### config.mk
export PLATFORM = sky130hd
export DESIGN_NAME = env_slot_sequencer_flat
export DESIGN_NICKNAME = d
export VERILOG_FILES = /design/src/rtl/env_slot_sequencer_pkg.sv /design/src/rtl/env_slot_sequencer_if.sv /design/src/rtl/env_slot_sequencer_slot_clk_sync.sv /design/src/rtl/env_slot_sequencer.sv /design/src/flat_wrapper.sv
export SDC_FILE = /design/constraint.sdc
export NUM_CORES = 1
export LEC_CHECK = 0
export BUFFER_PORTS_ARGS = -buffer_cell sky130_fd_sc_hd__buf_2
export CAP_MARGIN = 15
export CORE_ASPECT_RATIO = 1.5
export CORE_MARGIN = 1.5
export CORE_UTILIZATION = 54
export CTS_BUF_LIST = sky130_fd_sc_hd__clkbuf_4 sky130_fd_sc_hd__clkbuf_8
export CTS_CLUSTER_SIZE = 14
export DETAILED_ROUTE_END_ITERATION = 6
export PLACE_DENSITY = 0.81
export SLEW_MARGIN = 20
export SYNTH_ARGS = -nofsm -noshare
export SYNTH_HDL_FRONTEND = slang
export SYNTH_SLANG_ARGS = --single-unit
export TNS_END_PERCENT = 30
### constraint.sdc
create_clock -name AUDIO_CLK -period 2.1 [get_ports AUDIO_CLK]
set_input_delay 0.21 -clock AUDIO_CLK [delete_from_list [all_inputs] [get_ports AUDIO_CLK]]
set_output_delay 0.21 -clock AUDIO_CLK [all_outputs]
set_load 0.1 [all_outputs]
### src/rtl/env_slot_sequencer_pkg.sv
// Shared types and constants for the envelope slot sequencer.
// Holds the FSM state enum, the slot index struct and the frame geometry.
package synth_pkg;

  localparam int VOICES       = 32;
  localparam int V_ENVS       = 8;
  localparam int V_WIDTH      = 5;
  localparam int E_WIDTH      = 3;
  localparam int SLOT_W       = V_WIDTH + E_WIDTH;
  localparam int DEF_RD_LAT   = 2;
  localparam int DEF_PROC_LAT = 3;

  localparam int SLOTS_PER_FRAME = VOICES * V_ENVS;
  localparam logic [SLOT_W-1:0] LAST_SLOT = SLOT_W'(SLOTS_PER_FRAME - 1);

  typedef enum logic [1:0] {
    WAIT_ZERO = 2'd0,
    RUN       = 2'd1,
    DRAIN     = 2'd2
  } state_e;

  typedef struct packed {
    logic [V_WIDTH-1:0] voice;
    logic [E_WIDTH-1:0] env;
  } slot_t;

  typedef struct packed {
    logic  valid;
    slot_t slot;
  } pipe_t;

  // Slot index that should follow idx, wrapping at the end of the frame.
  function automatic logic [SLOT_W-1:0] next_slot(input logic [SLOT_W-1:0] idx);
    return (idx == LAST_SLOT) ? '0 : idx + 1'b1;
  endfunction

endpackage

### src/rtl/env_slot_sequencer_if.sv
// RAM-side strobe bundle of the envelope slot sequencer, plus FSM debug view.
interface env_slot_sequencer_if
  import synth_pkg::*;
();

  // Every strobe is a single-cycle valid with no ready: the envelope RAM and
  // processing stage must accept one slot per cycle, there is no back-pressure.
  logic                rd_en;
  logic [SLOT_W-1:0]   rd_addr;
  logic                proc_valid;
  logic [V_WIDTH-1:0]  proc_voice;
  logic [E_WIDTH-1:0]  proc_env;
  logic                wr_en;
  logic [SLOT_W-1:0]   wr_addr;
  logic                frame_start;
  logic                frame_done;
  logic                seq_err;
  logic                locked;
  state_e              dbg_state;
  logic [SLOT_W-1:0]   dbg_exp;

  modport master (
    output rd_en, rd_addr, proc_valid, proc_voice, proc_env,
           wr_en, wr_addr, frame_start, frame_done, seq_err, locked,
           dbg_state, dbg_exp
  );

  modport slave (
    input  rd_en, rd_addr, proc_valid, proc_voice, proc_env,
           wr_en, wr_addr, frame_start, frame_done, seq_err, locked,
           dbg_state, dbg_exp
  );

endinterface

### src/rtl/env_slot_sequencer_slot_clk_sync.sv
// Brings the envelope slot clock into the audio clock domain and emits a
// single-cycle strobe three cycles after each source rising edge.
module slot_clk_sync (
  input  logic i_clk,
  input  logic i_rst,
  input  logic i_slot_clk,
  output logic o_slot_stb
);

  logic r_meta;
  logic r_sync;
  logic r_edge;
  logic r_stb;

  always_ff @(posedge i_clk or posedge i_rst) begin
    if (i_rst) begin
      r_meta <= 1'b0;
      r_sync <= 1'b0;
      r_edge <= 1'b0;
      r_stb  <= 1'b0;
    end else begin
      r_meta <= i_slot_clk;
      r_sync <= r_meta;
      r_edge <= r_sync;
      r_stb  <= r_sync & ~r_edge;
    end
  end

  assign o_slot_stb = r_stb;

endmodule

### src/rtl/env_slot_sequencer.sv
// Envelope slot sequencer: turns slot-clock edges into read/process/write-back
// strobes for the envelope RAM. Optional macro ENV_SEQ_CHECK_EN adds index-sequence checking.
module env_slot_sequencer
  import synth_pkg::*;
#(
  parameter int RD_LAT   = DEF_RD_LAT,
  parameter int PROC_LAT = DEF_PROC_LAT
) (
  input  logic              AUDIO_CLK,
  input  logic              reset_reg,
  input  logic              enable,
  input  logic              sCLK_XVXENVS,
  input  logic [SLOT_W-1:0] xxxx,
  input  logic              xxxx_zero,
  input  logic              err_clr,
  env_slot_sequencer_if.master bus
);

  localparam int DEPTH = RD_LAT + PROC_LAT;

  logic              w_slot_stb;
  slot_t             w_idx;
  logic              w_idx_zero;
  logic              w_issue;
  logic              w_seq_mis;
  logic              w_err_set;
  logic              w_pipe_busy;
  state_e            r_state;
  state_e            w_state_nxt;
  logic [SLOT_W-1:0] r_exp;
  logic              r_seq_err;
  pipe_t             r_pipe [DEPTH];

  slot_clk_sync u_slot_clk_sync (
    .i_clk      (AUDIO_CLK),
    .i_rst      (reset_reg),
    .i_slot_clk (sCLK_XVXENVS),
    .o_slot_stb (w_slot_stb)
  );

  // The index is held stable around the strobe, so it is sampled directly.
  assign w_idx      = slot_t'(xxxx);
  assign w_idx_zero = (xxxx == '0);

`ifdef ENV_SEQ_CHECK_EN
  assign w_seq_mis = w_slot_stb && (r_state == RUN) && (xxxx != r_exp);
`else
  assign w_seq_mis = 1'b0;
`endif

  assign w_err_set = (w_slot_stb && (xxxx_zero != w_idx_zero)) || w_seq_mis;

  always_comb begin
    w_pipe_busy = 1'b0;
    for (int k = 0; k < DEPTH; k++) begin
      w_pipe_busy = w_pipe_busy | r_pipe[k].valid;
    end
  end

  always_comb begin
    w_state_nxt = r_state;
    w_issue     = 1'b0;
    case (r_state)
      WAIT_ZERO: begin
        if (w_slot_stb && enable && w_idx_zero) begin
          w_issue     = 1'b1;
          w_state_nxt = RUN;
        end
      end
      RUN: begin
        if (w_slot_stb) begin
          if (!enable || w_seq_mis) begin
            w_state_nxt = DRAIN;
          end else begin
            w_issue = 1'b1;
          end
        end
      end
      DRAIN: begin
        // Strobes are ignored here; a fresh lock only starts from WAIT_ZERO.
        if (!w_pipe_busy) begin
          w_state_nxt = WAIT_ZERO;
        end
      end
      default: w_state_nxt = WAIT_ZERO;
    endcase
  end

  always_ff @(posedge AUDIO_CLK or posedge reset_reg) begin
    if (reset_reg) begin
      r_state <= WAIT_ZERO;
      r_exp   <= '0;
    end else begin
      r_state <= w_state_nxt;
      if (w_issue) begin
        r_exp <= next_slot(xxxx);
      end
    end
  end

  always_ff @(posedge AUDIO_CLK or posedge reset_reg) begin
    if (reset_reg) begin
      r_seq_err <= 1'b0;
    end else if (w_err_set) begin
      r_seq_err <= 1'b1;
    end else if (err_clr) begin
      r_seq_err <= 1'b0;
    end
  end

  // Fixed-latency slot pipeline; stage RD_LAT-1 is the processing point and
  // the last stage is write-back. Idle stages carry an all-zero slot.
  always_ff @(posedge AUDIO_CLK or posedge reset_reg) begin
    if (reset_reg) begin
      for (int k = 0; k < DEPTH; k++) begin
        r_pipe[k] <= '0;
      end
    end else begin
      r_pipe[0].valid <= w_issue;
      r_pipe[0].slot  <= w_issue ? w_idx : slot_t'('0);
      for (int k = 1; k < DEPTH; k++) begin
        r_pipe[k] <= r_pipe[k-1];
      end
    end
  end

  assign bus.rd_en       = w_issue;
  assign bus.rd_addr     = w_issue ? xxxx : '0;
  assign bus.frame_start = w_issue && w_idx_zero;
  assign bus.proc_valid  = r_pipe[RD_LAT-1].valid;
  assign bus.proc_voice  = r_pipe[RD_LAT-1].slot.voice;
  assign bus.proc_env    = r_pipe[RD_LAT-1].slot.env;
  assign bus.wr_en       = r_pipe[DEPTH-1].valid;
  assign bus.wr_addr     = r_pipe[DEPTH-1].slot;
  assign bus.frame_done  = r_pipe[DEPTH-1].valid && (r_pipe[DEPTH-1].slot == LAST_SLOT);
  assign bus.seq_err     = r_seq_err;
  assign bus.locked      = (r_state == RUN);
  assign bus.dbg_state   = r_state;
  assign bus.dbg_exp     = r_exp;

endmodule

### src/flat_wrapper.sv
// flat-port wrapper written by rule: the top's interface ports become plain ports
module env_slot_sequencer_flat import synth_pkg::*;
#(
  parameter int RD_LAT   = DEF_RD_LAT,
  parameter int PROC_LAT = DEF_PROC_LAT
)
  (AUDIO_CLK, reset_reg, enable, sCLK_XVXENVS, xxxx, xxxx_zero, err_clr, bus_rd_en, bus_rd_addr, bus_proc_valid, bus_proc_voice, bus_proc_env, bus_wr_en, bus_wr_addr, bus_frame_start, bus_frame_done, bus_seq_err, bus_locked, bus_dbg_state, bus_dbg_exp);
  env_slot_sequencer_if bus_i ();
  input  logic AUDIO_CLK;
  input  logic reset_reg;
  input  logic enable;
  input  logic sCLK_XVXENVS;
  input  logic [SLOT_W-1:0] xxxx;
  input  logic xxxx_zero;
  input  logic err_clr;
  output wire logic [$bits(bus_i.rd_en)-1:0] bus_rd_en;
  output wire logic [$bits(bus_i.rd_addr)-1:0] bus_rd_addr;
  output wire logic [$bits(bus_i.proc_valid)-1:0] bus_proc_valid;
  output wire logic [$bits(bus_i.proc_voice)-1:0] bus_proc_voice;
  output wire logic [$bits(bus_i.proc_env)-1:0] bus_proc_env;
  output wire logic [$bits(bus_i.wr_en)-1:0] bus_wr_en;
  output wire logic [$bits(bus_i.wr_addr)-1:0] bus_wr_addr;
  output wire logic [$bits(bus_i.frame_start)-1:0] bus_frame_start;
  output wire logic [$bits(bus_i.frame_done)-1:0] bus_frame_done;
  output wire logic [$bits(bus_i.seq_err)-1:0] bus_seq_err;
  output wire logic [$bits(bus_i.locked)-1:0] bus_locked;
  output wire logic [$bits(bus_i.dbg_state)-1:0] bus_dbg_state;
  output wire logic [$bits(bus_i.dbg_exp)-1:0] bus_dbg_exp;
  assign bus_rd_en = bus_i.rd_en;
  assign bus_rd_addr = bus_i.rd_addr;
  assign bus_proc_valid = bus_i.proc_valid;
  assign bus_proc_voice = bus_i.proc_voice;
  assign bus_proc_env = bus_i.proc_env;
  assign bus_wr_en = bus_i.wr_en;
  assign bus_wr_addr = bus_i.wr_addr;
  assign bus_frame_start = bus_i.frame_start;
  assign bus_frame_done = bus_i.frame_done;
  assign bus_seq_err = bus_i.seq_err;
  assign bus_locked = bus_i.locked;
  assign bus_dbg_state = bus_i.dbg_state;
  assign bus_dbg_exp = bus_i.dbg_exp;
  env_slot_sequencer #(.RD_LAT(RD_LAT), .PROC_LAT(PROC_LAT)) u_core (.AUDIO_CLK(AUDIO_CLK), .reset_reg(reset_reg), .enable(enable), .sCLK_XVXENVS(sCLK_XVXENVS), .xxxx(xxxx), .xxxx_zero(xxxx_zero), .err_clr(err_clr), .bus(bus_i));
endmodule
==> metrics.txt <==
share of the synthesized area in the top cell type just over 70%; Yosys warning total 0; Layout Cells excl Fill 246; most used flip-flop cell after synthesis dfrtp_1; antenna cells 0; setup TNS 0 ns; vias in the first global route about 1,400; Sink Count 60; Die Ht approximately 80 um; Detail Placement HPWL 2.69 mm; Avg Inst Size Synth about 15 sq um; Wirelength per Cell approximately 16 um; Worst setup endpoint bus_rd_addr[6]; largest net degree at the start of global routing 40; max_slew headroom roughly 67%; power per cell area between 800 and 900 nW/um^2; total grt overflow 0; Post-layout nets about 210; Starting Density 57.4%; crit path kind flip-flop to output pin; Worst setup SP type flip-flop; Reg clk slew, reported paths 0.06 ns; initial antenna violation count 0; die width 54.3 um; htree depth 3; worst flop-to-flop path endpoint u_core.bus.dbg_exp[7]; synthesized instance count around 140; CP max FO 11; clk_lat worst skew around 0.32 ns; worst-case clock buffer depth 2; layout cells sized above 1 between 40% and 50%; Initial DRT Pass Iterations 4; minimum clock period just under 2 ns; CTS tree yes; final setup fails 0; post-synthesis sequential area ratio between 70% and 80%; Netlist cell types 29; standard-cell rows 27; Synthesized Nets approximately 160; Critical Path AT 1.76 ns; Peak VDD IR 778 uV; status finished clean; top-count cell post-synth dfrtp_1; Commonest cells post-synth dfrtp_1 (60), buf_4 (16), and2_2 (6), nand3_1 (6); initial DRC count 34; register-to-register setup slack around 0.40 ns; Util after Layout between 70% and 80%; Tcrit/Tclk final 94.0%; antenna-violating nets left 0; # DRC 0; first-pass GRT wire length between 6 and 7 mm; Netlist Area Pre-Place approximately 2100 sq um; Pins Over Slew Limit 0; GR Util All Layers a little over a fifth; GPL Wtd Cong between 0.7 and 0.8; dpl cells 224; core area 3720 sq um; # IOs 55; RSZ-0062 raised after global routing no; DR vias between 1,000 and 1,500; clock skew 0.00824 ns; worst hold path type input port to flip-flop; leading area contributor after synthesis dfrtp_1; Final Hold Violating Endpoints 0; Worst setup EP type output pin; final WL 3.96 mm; Port Buffers 54; Worst setup startpoint u_core.bus.dbg_state[1]; number of CTS-inserted buffers 9; CP required 1.89 ns; Max Cap Viol 0; fmax slightly above 500 MHz; P&R area growth vs syn 32.0%; FF+latch count, synth 60; asr flop ratio synth 100%; root buffer cell clkbuf_8; Leakage Power between 1.5 and 2 nW; fillcell total ~230; top post-synthesis cells by area dfrtp_1 (70%), buf_4 (5.6%), and2_2 (2.1%); die area between 4000 and 5000 sq um; Reg2Reg Launch Point u_core.bus.dbg_state[1]; DR vias/cell approximately 5.3; Reg2Reg Depth 4; worst-margin pin slew roughly 0.50 ns; Post-synth EDFFs 0
## what timing repair did
action | in CTS | in global routing
endpoints found under the setup margin | 6 | 6
hold buffers | 2 | 0
setup buffers | 0 | 4
resized for setup | 0 | 0
endpoints found under the hold margin | 22 | 0
cloned | 0 | 0
pin swaps | 1 | 1
## through the flow
step	hold WS, ns	total power [mW]	instance area, sq um	setup WS (ns)
6_report	0.197	2.44	2820	0.126
5_1_grt	0.208	2.51	2820	0.0590
4_1_cts	0.192	2.46	2790	0.00434
3_5_place_dp	0.249	1.37	2550	0.226
3_3_place_gp	0.235	1.37	2550	0.290
2_1_floorplan	0.241	1.32	2200	0.0811
## worst max-delay path: stages, from the launching register on
cell,delay [ns]
dfrtp_2,0.45
nand3b_4,0.28
nor2_4,0.32
and2_4,0.22
buf_12,0.17
## how the worst min path moves through the flow
stage	start	endpoint	slack [ns]	cells after the start
floorplan	sCLK_XVXENVS	u_core.u_slot_clk_sync.r_meta	0.24	0
global placement	reset_reg	u_core.r_pipe[17]	0.23	2
detailed placement	reset_reg	u_core.r_pipe[17]	0.25	2
CTS	xxxx[0]	u_core.bus.dbg_exp[0]	0.19	2
global route	xxxx[0]	u_core.bus.dbg_exp[0]	0.21	2
finish	err_clr	u_core.bus.seq_err	0.20	3
## power by group
| group | total (mW) | switching [mW] | internal [mW] |
|---|---|---|---|
| combinational | 0.180 | 0.136 | 0.0433 |
| sequential | 1.18 | 0.00853 | 1.17 |
| clock | 1.08 | 0.394 | 0.686 |
| total | 2.44 | 0.539 | 1.90 |
## state kept, by name, indices dropped and copies added, names as in the netlist
name,flops
u_core.u_slot_clk_sync.r_edge,1
u_core.bus.dbg_exp,8
u_core.r_pipe,27
u_core.u_slot_clk_sync.o_slot_stb,1
u_core.u_slot_clk_sync.r_meta,1
u_core.bus.wr_addr,8
u_core.bus.wr_en,1
u_core.bus.proc_voice,5
u_core.bus.proc_env,3
u_core.u_slot_clk_sync.r_sync,1
u_core.bus.proc_valid,1
u_core.bus.seq_err,1
u_core.bus.dbg_state,2
## cell families after synthesis
kind of cell	count (synthesis)	share of synthesized area, %
fa+ha+maj	2	1.17
compound gates	14	5.34
simple gates	34	10.2
mux	5	3.17
buf+inv	22	7.27
flops	60	70.4
xor+xnor	6	2.46
## area by class of cell
cell class / instances / area (sq um) / share of cell area, %
Clock buffer: 15 / 188 / 6.66
Clock inverter: 1 / 30.0 / 1.07
Inverter: 4 / 15.0 / 0.533
Multi-Input combinational cell: 61 / 542 / 19.2
Sequential cell: 60 / 1510 / 53.4
Tap cell: 43 / 53.8 / 1.91
Timing Repair Buffer: 62 / 483 / 17.1
## metal layers
| layer | up-vias | routed length (um) | GRT usage [%] | part of all wire [%] |
|---|---|---|---|---|
| met5 | - | 0 | 0 | 0 |
| met4 | 0 | 95 | 12.3 | 2.4 |
| met3 | 9 | 204 | 6.74 | 5.2 |
| met2 | 47 | 2210 | 34.6 | 56 |
| met1 | 671 | 1450 | 23.2 | 37 |
| li1 | 586 | - | - | - |
## placed cells by master, fill, tap and decap left out, types with 3 or more instances in the layout
cell type and instances:
clkbuf_4 3, buf_12 10, xnor2_1 3, clkbuf_8 12, buf_4 5, dfrtp_2 3, xor2_1 3, nand3_1 6
nor3_4 3, nor2_1 4, and2_4 6, mux2_4 3, o41ai_1 3, inv_1 3, dfrtp_1 57, buf_2 45
o21ai_0 3
Power figures use the tool's default switching activity.
